`config.mk`:
```
export PLATFORM = sky130hd
export DESIGN_NAME = log_divider
export DESIGN_NICKNAME = d
export VERILOG_FILES = /design/src/rtl/log_divider.sv
export SDC_FILE = /design/constraint.sdc
export NUM_CORES = 1
export LEC_CHECK = 0
export CAP_MARGIN = 15
export CORE_MARGIN = 4
export CORE_UTILIZATION = 35
export DETAILED_ROUTE_END_ITERATION = 12
export GPL_TIMING_DRIVEN = 0
export HOLD_SLACK_MARGIN = 0.15
export PLACE_DENSITY_LB_ADDON = 0.08
export SETUP_SLACK_MARGIN = 0.5
export SLEW_MARGIN = 20
export SYNTH_ARGS = -nofsm -noshare
export SYNTH_HDL_FRONTEND = slang
export SYNTH_SLANG_ARGS = --single-unit
```
`constraint.sdc`:
```
create_clock -name clk -period 3.3 [get_ports clk]
set_input_delay 0.33 -clock clk [delete_from_list [all_inputs] [get_ports clk]]
set_output_delay 0.33 -clock clk [all_outputs]
set_load 0.05 [all_outputs]
```
`src/rtl/log_divider.sv`:
```
// log_divider: multi-cycle unsigned 8-bit / 8-bit divider using Mitchell's logarithmic
// approximation. The result is a Q8.8 quotient.
//
// Ports:
//   clk          clock; all state changes on the rising edge
//   rst_n        synchronous active-low reset
//   start        begin a division (only honoured while ready=1)
//   a, b         unsigned dividend / divisor, sampled on the accepting edge only
//   ready        idle and able to accept start
//   done         one-cycle pulse; quotient/div_by_zero valid from this cycle on
//   quotient     Q8.8 approximation of a/b (16'hFFFF when b==0)
//   div_by_zero  set with the result when b was 0
//
// Sequence: IDLE -> NORM (7 cycles) -> CALC -> ANTI -> DONE -> IDLE.
// Every output is a flop, so there is no combinational input-to-output path.
module log_divider #(
  parameter logic [6:0] CORR = 7'd10
) (
  input  logic        clk,
  input  logic        rst_n,
  input  logic        start,
  input  logic [7:0]  a,
  input  logic [7:0]  b,
  output logic        ready,
  output logic        done,
  output logic [15:0] quotient,
  output logic        div_by_zero
);

  typedef enum logic [2:0] {StIdle, StNorm, StCalc, StAnti, StDone} state_e;

  state_e             state_q, state_d;
  logic [7:0]         ra_q, ra_d;
  logic [7:0]         rb_q, rb_d;
  logic [2:0]         ka_q, ka_d;
  logic [2:0]         kb_q, kb_d;
  logic [2:0]         cnt_q, cnt_d;
  logic [6:0]         frac_q, frac_d;
  logic signed [4:0]  e_q, e_d;
  logic [15:0]        quotient_q, quotient_d;
  logic               dbz_q, dbz_d;
  logic               ready_q, ready_d;
  logic               done_q, done_d;

  // Log-domain subtraction terms, valid once normalisation is finished.
  logic signed [4:0]  k;
  logic               borrow;
  logic [6:0]         diff;
  logic [6:0]         corr_amt;
  logic [6:0]         frac_adj;
  logic signed [4:0]  e_calc;

  // Antilog terms.
  logic [7:0]         mant;
  logic [3:0]         shl;
  logic [2:0]         shr;
  logic [15:0]        shifted;

  always_comb begin
    k        = 5'({2'b00, ka_q}) - 5'({2'b00, kb_q});
    borrow   = ra_q[6:0] < rb_q[6:0];
    diff     = ra_q[6:0] - rb_q[6:0];  // wraps mod 128 in the borrow case
    corr_amt = borrow ? (CORR >> 1) : CORR;
    frac_adj = (diff > corr_amt) ? (diff - corr_amt) : 7'd0;
    e_calc   = borrow ? (k - 5'sd1) : k;

    mant     = {1'b1, frac_q};
    shl      = e_q[3:0] + 4'd1;  // e in 0..7 -> shift 1..8
    shr      = ~e_q[2:0];        // e in -8..-1 -> -(e+1) = 7..0
    shifted  = e_q[4] ? ({8'h00, mant} >> shr) : ({8'h00, mant} << shl);
  end

  always_comb begin
    state_d    = state_q;
    ra_d       = ra_q;
    rb_d       = rb_q;
    ka_d       = ka_q;
    kb_d       = kb_q;
    cnt_d      = cnt_q;
    frac_d     = frac_q;
    e_d        = e_q;
    quotient_d = quotient_q;
    dbz_d      = dbz_q;

    unique case (state_q)
      StIdle: begin
        if (start) begin
          ra_d    = a;
          rb_d    = b;
          ka_d    = 3'd7;
          kb_d    = 3'd7;
          cnt_d   = 3'd0;
          state_d = StNorm;
        end
      end
      StNorm: begin
        // A zero operand never shifts; it is caught as a special case in ANTI.
        if (ra_q != 8'd0 && !ra_q[7]) begin
          ra_d = ra_q << 1;
          ka_d = ka_q - 3'd1;
        end
        if (rb_q != 8'd0 && !rb_q[7]) begin
          rb_d = rb_q << 1;
          kb_d = kb_q - 3'd1;
        end
        if (cnt_q == 3'd6) begin
          state_d = StCalc;
        end else begin
          cnt_d = cnt_q + 3'd1;
        end
      end
      StCalc: begin
        frac_d  = frac_adj;
        e_d     = e_calc;
        state_d = StAnti;
      end
      StAnti: begin
        if (rb_q == 8'd0) begin
          quotient_d = 16'hFFFF;
          dbz_d      = 1'b1;
        end else if (ra_q == 8'd0) begin
          quotient_d = 16'h0000;
          dbz_d      = 1'b0;
        end else begin
          quotient_d = shifted;
          dbz_d      = 1'b0;
        end
        state_d = StDone;
      end
      StDone: begin
        state_d = StIdle;
      end
      default: begin
        state_d = StIdle;
      end
    endcase

    // Handshake outputs are registered from the next state.
    ready_d = (state_d == StIdle);
    done_d  = (state_d == StDone);
  end

  always_ff @(posedge clk) begin
    if (!rst_n) begin
      state_q    <= StIdle;
      ra_q       <= 8'd0;
      rb_q       <= 8'd0;
      ka_q       <= 3'd0;
      kb_q       <= 3'd0;
      cnt_q      <= 3'd0;
      frac_q     <= 7'd0;
      e_q        <= 5'sd0;
      quotient_q <= 16'h0000;
      dbz_q      <= 1'b0;
      ready_q    <= 1'b1;
      done_q     <= 1'b0;
    end else begin
      state_q    <= state_d;
      ra_q       <= ra_d;
      rb_q       <= rb_d;
      ka_q       <= ka_d;
      kb_q       <= kb_d;
      cnt_q      <= cnt_d;
      frac_q     <= frac_d;
      e_q        <= e_d;
      quotient_q <= quotient_d;
      dbz_q      <= dbz_d;
      ready_q    <= ready_d;
      done_q     <= done_d;
    end
  end

  assign ready       = ready_q;
  assign done        = done_q;
  assign quotient    = quotient_q;
  assign div_by_zero = dbz_q;

endmodule

```
==> impl_metrics.toml <==
[grt]
overflow = 0
grt_pass1_wl_um = 16380
antenna_found_initial = 0
grt_pass1_vias = 3317
grt_max_degree = 12
grtUsageTotal = 0.1626

[cells_and_area]
layout-drive-gt1-share = 0.1619
fill_cells = 1037
register_area_mm2 = 0.001196
antenna_cells = 0
synthToLayoutAreaGrowth_pct = 26.26
layout.nets = 533
multi_input_area_mm2 = 0.002431
finalInstanceArea_mm2 = 0.004687

[power_and_ir_drop]
p_leak_nw = 1.784
power_frac_comb = 0.364
intPower_mw = 1.604
p_per_area_mw_per_mm2 = 517.7
switching_share = 0.3389
switchingPower_mw = 0.8223
p_seq_frac = 0.323
p_clk_frac = 0.313
peakVddDrop_v = 0.0002544

[drt]
drt-initial-drc-count = 137
wl_um = 9866
ant_nets = 0
dr.pass1.iters = 5
vias_per_cell = 5.243
drcViolationCount = 0
via_count = 3303
wl_per_cell_um = 15.66

[clock_tree]
cts-root-buf = "clkbuf_8"
clkLatencyLatePin_ns = 0.34
clk_path_buf_depth = 2
path_clk_slew_ns = 0.08
cts_tree = "yes"
clock-sinks = 59
cts_max_level = 3
hold_buffers = 0
cts_buffers = 9

[floorplanning]
fp.dieH_um = 111.0
core_mm2 = 0.01032
io_pins = 38
die_w_um = 111.0
num_rows = 37
die-area_mm2 = 0.01232
start_util = 0.3596

[synth]
synthArstFlopShare = 0
synth_top_area_cell = "dfxtp_1"
synth.avg_cell_area_um2 = 8.593
yosys-top-cells-area = "dfxtp_1, ha_1, mux2i_1"
synth_commonest_cells = "dfxtp_1, nand2_1, nor2_1, o21ai_0, inv_1"
synthCells = 432
syn-num-nets = 476
yosysTopAreaCellShare = 0.3182
yosys_warnings = 0
synth_edf_count = 0
synthFlopType = "dfxtp_1"
ys_ff_latch = 59
yosysUniqueCellTypes = 62
synth.most_common_cell = "dfxtp_1"
syn_area_mm2 = 0.003712
yosysSeqAreaShare = 0.3182

[run]
cap_violations = 0

[worst_setup_path]
critPathKind = "flop to flop"
end_kind = "flop"
cp-start-kind = "flop"
critPathArrivalTime_ns = 3.14
critPathRequiredTime_ns = 3.53
crit_fanout = 6

[sta]
rsz0062_at_grt = "true"
hold_viol = 0
finClkSkew_ns = 0.01287
max_freq_mhz = 343.9
setup_tns_ns = 0
period_needed_ns = 2.907
setup_viol_count_final = 0
finalWorstSetupSlack_ns = 0.3925
fin_crit_sh = 0.8810
slew_viol_final = 0
slew-limit-headroom = 0.6104
tightest_slew_ns = 0.5783

[placed_design]
pre_cts_slack_ns = 0.1185
placed_cell_area_mm2 = 0.004313
gp_congestion = 0.9049
io_buffer_count = 36
hpwl_um = 7294

[worst_hold_path]
hp-class = "input port to flop"

[outcome]
status = "finished, final reports clean"
## metal layers
metal,track usage,share of wire
met5,0,0
met3,0.03548,0.033
met2,0.2828,0.51
met1,0.1942,0.44
met4,0.06404,0.022
## power by group through the flow
stage / Clock (mW) / Sequential (mW) / Combinational [mW]
2_1_floorplan: 0 / 0.791 / 0.607
3_3_place_gp: 0 / 0.800 / 0.749
3_5_place_dp: 0 / 0.800 / 0.761
4_1_cts: 0.783 / 0.783 / 0.835
5_1_grt: 0.810 / 0.788 / 0.972
6_report: 0.760 / 0.783 / 0.884
## worst max-delay path, cell delays in order, from the launching register on
cell       delay [ns]
dfxtp_4          0.38
inv_4            0.04
ha_4             0.19
nor2b_4          0.13
o2111ai_4        0.26
a21oi_4          0.11
a211oi_4         0.29
ha_1             0.31
nor2b_4          0.14
o31a_1           0.28
o21ai_2          0.22
a41oi_4          0.18
a22o_1           0.25
## metrics by stage
| stage | instances | utilization | total power, mW | hold slack (ns) |
|---|---|---|---|---|
| after floorplan | 432 | - | 1.398 | 0.4412 |
| after global placement | 604 | 0.4178 | 1.548 | 0.4593 |
| after detailed placement | 604 | 0.4178 | 1.561 | 0.4619 |
| after CTS | 626 | 0.4499 | 2.401 | 0.2886 |
| after global routing | 630 | 0.4540 | 2.570 | 0.3015 |
| final | 630 | 0.4540 | 2.426 | 0.3080 |
## kinds of logic (layout without fill, tap and decap cells)
logic type,count (synthesis),after routing,synth area share
flops,59,59,0.3182
mux,26,26,0.07886
simple gates,133,133,0.1793
xor+xnor,15,15,0.03539
compound gates,124,124,0.2373
fa+ha+maj,25,25,0.09033
buf+inv,50,112,0.06067
## path summary, 6_finish.rpt
check        depth (start not counted)                  from                        to  slack (ns)
max                                 12  rb_q[1]$_SDFFE_PN0P_    frac_q[4]$_SDFFE_PN0N_        0.39
min                                  3                 rst_n  quotient[3]$_SDFFE_PN0P_        0.31
max reg2reg                         12  rb_q[1]$_SDFFE_PN0P_    frac_q[4]$_SDFFE_PN0N_        0.39
min reg2reg                          1  ka_q[0]$_SDFFE_PN0P_      ka_q[0]$_SDFFE_PN0P_        0.47
## cells in the final DEF, fill, tap and decap left out, types with 5 or more instances in the layout
cell type,n
dfxtp_1,53
nand2_1,44
clkdlybuf4s50_1,36
nor2_1,33
o21ai_0,31
inv_1,19
mux2i_1,18
clkbuf_1,16
buf_4,14
a211oi_1,14
a21oi_1,14
ha_1,14
nand3_1,10
clkbuf_8,10
xnor2_1,9
a31oi_1,9
a22oi_1,9
nor3_1,7
and2_1,6
xor2_1,6
a22o_1,6
mux2_2,6
o21a_1,5
ha_2,5
## final cells by class
| cell class | instances | share of cell area |
|---|---|---|
| clock inverters | 6 | 0.01895 |
| clock buffers | 10 | 0.02936 |
| plain buffers | 25 | 0.02803 |
| well taps | 136 | 0.03631 |
| flip-flops and latches | 59 | 0.2552 |
| multi-input cells | 323 | 0.5187 |
| repair buffers | 46 | 0.09290 |
| inverters | 25 | 0.02056 |
## sequential cells by signal (all words and copies together) (netlist names)
name / cells
div_by_zero: 1
kb_q: 3
e_q: 5
frac_q: 7
state_q: 3
ka_q: 3
quotient: 16
ra_q: 8
rb_q: 8
cnt_q: 3
ready: 1
done: 1
## repair_timing
item                                   in CTS  in global routing
setup endpoints to repair                   7                  7
setup buffers                               6                  4
endpoints found under the hold margin       0                  0
pin swaps                                  12                  2
gates resized for setup                    15                  5
(Power assumes the default switching activity.)
